### src/rtl/mult_share_arbiter.sv
// mult_share_arbiter
//  Shares one fixed-latency pipelined multiplier between NREQ requesters.
//  One operand pair is granted per cycle (round-robin or fixed priority). The
//  granted pair drives the multiplier inputs. A {vld,id} tag follows the operands
//  down a LATENCY-deep shadow pipeline, so each product returns with its owner's ID.
//
//  Ports
//   clk, rst              clock; asynchronous active-high reset
//   prio_mode             0 = round-robin, 1 = fixed priority (lowest index wins)
//   req_valid/req_a/req_b per-requester operand pairs, requester i at [i*WIDTH +: WIDTH]
//   req_ready             one-hot grant (combinational)
//   mul_a/mul_b           operands to the shared multiplier (combinational)
//   mul_result            product from the shared multiplier
//   rsp_valid/rsp_id      tag at the end of the shadow pipeline
//   rsp_data              product, passed through from mul_result
//   busy                  any tag in flight
module mult_share_arbiter #(
   parameter int unsigned WIDTH   = 8,
   parameter int unsigned NREQ    = 4,
   parameter int unsigned IDW     = 2,
   parameter int unsigned LATENCY = 4
) (
   input  logic                    clk,
   input  logic                    rst,
   input  logic                    prio_mode,
   input  logic [NREQ-1:0]         req_valid,
   input  logic [NREQ*WIDTH-1:0]   req_a,
   input  logic [NREQ*WIDTH-1:0]   req_b,
   output logic [NREQ-1:0]         req_ready,
   output logic [WIDTH-1:0]        mul_a,
   output logic [WIDTH-1:0]        mul_b,
   input  logic [2*WIDTH-1:0]      mul_result,
   output logic                    rsp_valid,
   output logic [IDW-1:0]          rsp_id,
   output logic [2*WIDTH-1:0]      rsp_data,
   output logic                    busy
);

   localparam int unsigned PW = 2 * WIDTH;

   // One stage of the shadow pipeline
   typedef struct packed {
      logic           vld;
      logic [IDW-1:0] id;
   } tag_t;

   logic [IDW-1:0] rr_ptr_q, rr_ptr_d;
   tag_t           tag_q [LATENCY];
   tag_t           tag_d [LATENCY];

   logic           grant_vld_c;
   logic [IDW-1:0] grant_id_c;

   // Grant selection; nothing is granted while reset is held
   always_comb begin
      int unsigned idx;
      grant_vld_c = 1'b0;
      grant_id_c  = '0;
      idx         = 0;
      if (!rst) begin
         if (prio_mode) begin
            // Scan downward so the lowest valid index is the last one written
            for (int i = int'(NREQ) - 1; i >= 0; i--) begin
               if (req_valid[i]) begin
                  grant_vld_c = 1'b1;
                  grant_id_c  = IDW'(i);
               end
            end
         end else begin
            // Start one past the last winner and wrap at NREQ-1
            for (int unsigned off = 1; off <= NREQ; off++) begin
               idx = (32'(rr_ptr_q) + off) % NREQ;
               if (!grant_vld_c && req_valid[idx]) begin
                  grant_vld_c = 1'b1;
                  grant_id_c  = IDW'(idx);
               end
            end
         end
      end
   end

   // Grant vector and operand mux; zero operands when idle
   always_comb begin
      req_ready = '0;
      mul_a     = '0;
      mul_b     = '0;
      if (grant_vld_c) begin
         req_ready[grant_id_c] = 1'b1;
         mul_a = req_a[32'(grant_id_c) * WIDTH +: WIDTH];
         mul_b = req_b[32'(grant_id_c) * WIDTH +: WIDTH];
      end
   end

   // Pointer follows every transfer, in either mode
   always_comb begin
      rr_ptr_d = rr_ptr_q;
      if (grant_vld_c) begin
         rr_ptr_d = grant_id_c;
      end
   end

   // Shadow pipeline: never stalls, matches the multiplier's depth
   always_comb begin
      for (int unsigned k = 0; k < LATENCY; k++) begin
         tag_d[k] = tag_q[k];
      end
      tag_d[0].vld = grant_vld_c;
      tag_d[0].id  = grant_id_c;
      for (int unsigned k = 1; k < LATENCY; k++) begin
         tag_d[k] = tag_q[k-1];
      end
   end

   always_ff @(posedge clk or posedge rst) begin
      if (rst) begin
         rr_ptr_q <= IDW'(NREQ - 1);
         for (int unsigned k = 0; k < LATENCY; k++) begin
            tag_q[k] <= '0;
         end
      end else begin
         rr_ptr_q <= rr_ptr_d;
         for (int unsigned k = 0; k < LATENCY; k++) begin
            tag_q[k] <= tag_d[k];
         end
      end
   end

   // Response side and in-flight indication
   always_comb begin
      rsp_valid = tag_q[LATENCY-1].vld;
      rsp_id    = tag_q[LATENCY-1].id;
      rsp_data  = PW'(mul_result);
      busy      = 1'b0;
      for (int unsigned k = 0; k < LATENCY; k++) begin
         busy = busy | tag_q[k].vld;
      end
   end

endmodule

### config.mk
export PLATFORM = sky130hd
export DESIGN_NAME = mult_share_arbiter
export DESIGN_NICKNAME = d
export VERILOG_FILES = /design/src/rtl/mult_share_arbiter.sv
export SDC_FILE = /design/constraint.sdc
export NUM_CORES = 1
export LEC_CHECK = 0
export CORE_ASPECT_RATIO = 1.4
export CORE_MARGIN = 1.5
export CORE_UTILIZATION = 30
export DETAILED_ROUTE_END_ITERATION = 8
export PLACE_DENSITY = 0.81
export SLEW_MARGIN = 20
export SYNTH_ARGS = -nofsm -noshare
export SYNTH_HDL_FRONTEND = slang
export SYNTH_SLANG_ARGS = --single-unit
### constraint.sdc
create_clock -name clk -period 9.6 [get_ports clk]
set_input_delay 2.4 -clock clk [delete_from_list [all_inputs] [get_ports clk]]
set_output_delay 2.4 -clock clk [all_outputs]
set_load 0.01 [all_outputs]
### Yosys cells after proc, flatten, opt, wreduce, memory -nomap -nowiden

Index checks and enable logic that the tools add are counted.

| word-level totals | value |
|---|---|
| output and inout port bits | 40 |
| register bits after elaboration | 14 |
| logic and storage cells | 70 |
| input port bits | 87 |

| operators by class | value |
|---|---|
| add/sub/neg operators | 4 |
| multiplexer cells | 39 |
| magnitude comparators | 6 |
| bitwise gates (word level) | 3 |
| shift-type cells | 2 |
| reduce and logical (&&, ||, !) cells | 7 |

Operator list:

| kind | number |
|---|---|
| $shiftx 32x6->8 | 2 |
| $mux 1 | 21 |
| $mux 2 | 10 |
| $mux 8 | 2 |
| $lt 2x3->1 const B | 5 |
| $bmux 1 s2 | 4 |
| $add 2x1->2 const B | 2 |
| $add 2x2->2 const B | 2 |
| $logic_and 1x1->1 | 4 |
| $mux 4 | 1 |
| $logic_not 1->1 | 3 |
| $or 1x1->1 | 3 |
| $demux 1 s2 | 1 |
| $ge 2x1->1 const B | 1 |

### Logic depth before layout (Yosys ltp)

| depth | value |
|---|---|
| depth after elaboration | 26 |
| gate-level depth with buffers | 9 |
| depth with buffers taken out | 6 |

### Worst setup path before layout

OpenSTA, ideal clock, no wires.

| timing path | value |
|---|---|
| path type | input to output |
| start | in req_valid[1] |
| end | out mul_a[0] |
| stages on the path | 9 |
| path slack | 3093 ps |
| buffers on the path | 3 |
| data required time | 7200 ps |
| data arrival time | 4107 ps |
| cells stage by stage | buf_2 > or4b_4 > o22ai_2 > a21oi_2 > o311ai_4 > nand2b_1 > buf_6 > buf_12 > o22ai_1 |

| between the ends | value |
|---|---|
| cells in the longest elaborated chain, start to end | 22 |
| elaborated cells on any way between the ends | 38 |
| classes of those cells | 1 x shift; 31 x mux; 6 x reduce/logical |

RTL lines:

| item | RTL line | source |
|---|---|---|
| start, declared | 26 | `input logic [NREQ-1:0] req_valid,` |
| $bmux 1 s2 | 73 | `if (!grant_vld_c && req_valid[idx]) begin` |
| $mux 1 (not written as such) | 73 |  |
| $mux 1 | 73 |  |
| $mux 1 | 61 | `if (prio_mode) begin` |
| $mux 1 | 60 | `if (!rst) begin` |
| $logic_not 1->1 | 73 |  |
| $logic_and 1x1->1 | 73 |  |
| $mux 1 | 73 |  |
| [6 not listed] | n/a |  |
| $mux 1 | 60 |  |
| $logic_not 1->1 | 73 |  |
| $logic_and 1x1->1 | 73 |  |
| $mux 2 | 73 |  |
| $mux 2 | 61 |  |
| $mux 2 | 60 |  |
| $shiftx 32x6->8 | 89 | `mul_a = req_a[32'(grant_id_c) * WIDTH +: WIDTH];` |
| $mux 8 (*) | 87 | `if (grant_vld_c) begin` |
| end, declared | 30 | `output logic [WIDTH-1:0] mul_a,` |

Every way passes the cells marked *; elsewhere a longest branch is shown, timed or not. The select of a mux whose other input is x is not followed.

### Worst setup path after layout

| timing path | value |
|---|---|
| start | in req_valid[1] |
| end | out mul_b[0] |

| between the ends | value |
|---|---|
| cells in the longest elaborated chain, start to end | 22 |
| elaborated cells on any way between the ends | 38 |
| classes of those cells | 1 x shift; 31 x mux; 6 x reduce/logical |

RTL lines:

| item | RTL line | source |
|---|---|---|
| $bmux 1 s2 | 73 |  |
| $mux 1 (not written as such) | 73 |  |
| $mux 1 | 73 |  |
| $mux 1 | 61 |  |
| $mux 1 | 60 |  |
| $logic_not 1->1 | 73 |  |
| $logic_and 1x1->1 | 73 |  |
| $mux 1 | 73 |  |
| [6 not listed] | n/a |  |
| $mux 1 | 60 |  |
| $logic_not 1->1 | 73 |  |
| $logic_and 1x1->1 | 73 |  |
| $mux 2 | 73 |  |
| $mux 2 | 61 |  |
| $mux 2 | 60 |  |
| $shiftx 32x6->8 | 90 | `mul_b = req_b[32'(grant_id_c) * WIDTH +: WIDTH];` |
| $mux 8 (*) | 87 |  |
| end, declared | 31 | `output logic [WIDTH-1:0] mul_b,` |

Marked as above.

==> results.json <==
{
  "grt_antenna_before_repair": 0,
  "worst_ep_required_time_ps": 7200,
  "area_growth_pct": 66.19,
  "overflow": 0,
  "cp-start-kind": "input pin",
  "period_share": 0.8372,
  "nFillCells": 390,
  "ys_warn_count": 0,
  "hold_buffers": 0,
  "final_cell_mix": "clkdlybuf4s50_1, mux2i_1, o22ai_1",
  "cp_common_cell": "clkdlybuf4s50_1",
  "crit_slowest_cell": "o311a_1",
  "wl_per_cell_um": 13.05,
  "rsz0062_at_grt": "false",
  "fmax_mhz": 124.4,
  "drtIter0Drc": 42,
  "drt-total-wl_um": 3301,
  "p_switching_w": 0.00006704,
  "tns_ps": 0,
  "coreArea_mm2": 0.004204,
  "drc_errors": 0,
  "synth.distinct_cells": 35,
  "die-area_mm2": 0.004778,
  "rr_worst_depth": 5,
  "grt_pass1_vias": 1288,
  "hpwl_um": 2686,
  "cp_top_family": "buffers and inverters",
  "synth-seq-cells": 14,
  "final_common_cell": "clkdlybuf4s50_1",
  "clkTransAtPathRegs_ps": 50,
  "via_count": 1287,
  "grt_pass1_wl_um": 5382,
  "grt_usage": 0.1417,
  "clk_path_buf_depth": 2,
  "synth_edf_count": 0,
  "antenna_cells": 0,
  "power_density_mw_per_mm2": 108.9,
  "yosysSeqAreaShare": 0.2693,
  "cts_resized": 0,
  "hold_viol_final": 0,
  "die_h_um": 81.19,
  "drv_cap": 0,
  "cts_tree": "done",
  "p_comb_frac": 0.464,
  "final_nets": 296,
  "drive_gt1_frac": 0.08654,
  "cts.sinks": 14,
  "die_x_um": 58.85,
  "synth_cells": 137,
  "ant_nets": 0,
  "hold_depth": 0,
  "critPathMaxStageDelay_ps": 700,
  "hold_ws_ps": 345.8,
  "crit_path_end_kind": "output port",
  "grt_max_degree": 24,
  "cts_root_buf": "clkbuf_8",
  "p_sw_frac": 0.2828,
  "arrival_ps": 5640,
  "leakagePower_nw": 0.9902,
  "layout_min_cycle_time_ps": 8037,
  "drtPass1Iterations": 4,
  "io_buffer_count": 94,
  "cts_inserted_buffers": 3,
  "start_util": 0.3116,
  "timing.slew.headroom": 0.4644,
  "crit_chain": "clkdlybuf4s50_1, mux2_2, o22ai_2, nand4_1, o311a_1, nand2b_1, o22ai_1, clkdlybuf4s50_1",
  "worstPathMaxFanout": 21,
  "reg2reg_slack_ps": 7470,
  "htree_levels": 1,
  "vias_per_cell": 5.087,
  "critical_path_class": "in -> out",
  "finalMaxSlewViolations": 0,
  "synth_fp_nets": 224,
  "ir_drop_uv": 40.68,
  "cts_setup_buffers": 0,
  "synth_ff_type": "dfrtp_1",
  "synth.avg_cell_area_um2": 9.562,
  "synthArstFlopShare": 1.000,
  "outcome": "finished, final reports clean",
  "skew_ps": 1.449,
  "worst_pin_slew_ps": 803.5,
  "worstSkewPairLatency_ps": 240,
  "place_congestion": 0.8967,
  "netlist_area_mm2": 0.001310,
  "path_buf_inv": 2,
  "setup_viol": 0,
  "rows": 28,
  "p_clk_frac": 0.234,
  "seq_power_share": 0.302,
  "worst-path-stages": 8,
  "min_path_type": "reg -> reg",
  "io-pin-count": 127,
  "cell_internal_pwr_w": 0.0001701
}
cell families (layout without fill, tap and decap cells):
group | after synthesis | after routing | synth area share
AO/OA/AOI/OAI | 32 | 32 | 0.1872
multiplexers | 35 | 35 | 0.2789
buffers and inverters | 33 | 104 | 0.1700
flip-flops | 14 | 14 | 0.2693
AND/OR/NAND/NOR | 23 | 23 | 0.09456
sequential cells by signal, indices dropped and copies added, names as in the netlist:
| name | count |
|---|---|
| rsp_id | 2 |
| rsp_valid | 1 |
| rr_ptr_q | 2 |
| tag_d | 9 |
power by group through the flow:
stage          Clock [W]  Sequential, W  Combinational, W
2_1_floorplan          0      0.0000691         0.0000655
3_3_place_gp           0      0.0000722          0.000110
3_5_place_dp           0      0.0000726          0.000111
4_1_cts        0.0000576      0.0000715          0.000112
5_1_grt        0.0000593      0.0000726          0.000119
6_report       0.0000555      0.0000715          0.000110
synthesized netlist by cell type, drive strengths merged, types with 2 or more instances:
master	instances	share of area
o21bai	2	0.011
nand2	6	0.017
inv	5	0.014
dfrtp	12	0.23
buf	25	0.15
dfstp	2	0.040
mux2i	32	0.24
clkbuf	3	0.0086
o21ai	2	0.0076
mux2	2	0.017
a21oi	4	0.018
nor2	5	0.014
nor3	3	0.011
o22ai	17	0.091
nand2b	2	0.0095
layer usage:
layer  GRT usage  share of wire  vias up
li1            -              -      630
met1      0.1404           0.35      590
met2      0.2700           0.55       59
met3     0.03981          0.079        8
met4     0.05455          0.018        0
met5           0              0        -
per-stage QoR:
stage	util	setup WS, ps	cells	total power [W]	instance area [µm²]
floorplan	-	3093	137	0.0001346	1310
global placement	0.5048	1606	249	0.0001824	2122
detailed placement	0.5048	1529	249	0.0001838	2122
CTS	0.5179	1516	253	0.0002407	2177
global route	0.5179	1331	253	0.0002512	2177
finish	0.5179	1563	253	0.0002371	2177
cell type report:
| class | count | area, µm² | area share |
|---|---|---|---|
| flip-flops and latches | 14 | 352.8 | 0.1621 |
| inverters | 5 | 18.77 | 0.008621 |
| multi-input cells | 90 | 745.7 | 0.3425 |
| clock buffers | 4 | 55.05 | 0.02529 |
| repair buffers | 95 | 948.4 | 0.4356 |
| well taps | 45 | 56.30 | 0.02586 |
worst paths after layout:
kind,endpoint,startpoint
setup / recovery,mul_b[0],req_valid[1]
hold / removal,tag_d[4],tag_d[7]
setup reg to reg,tag_d[7],rr_ptr_q[1]
hold reg to reg,tag_d[4],tag_d[7]
max in group asynchronous,rr_ptr_q[0],rst
min in group asynchronous,tag_d[5],rst
Note: power is estimated with default switching activity, not from simulation.
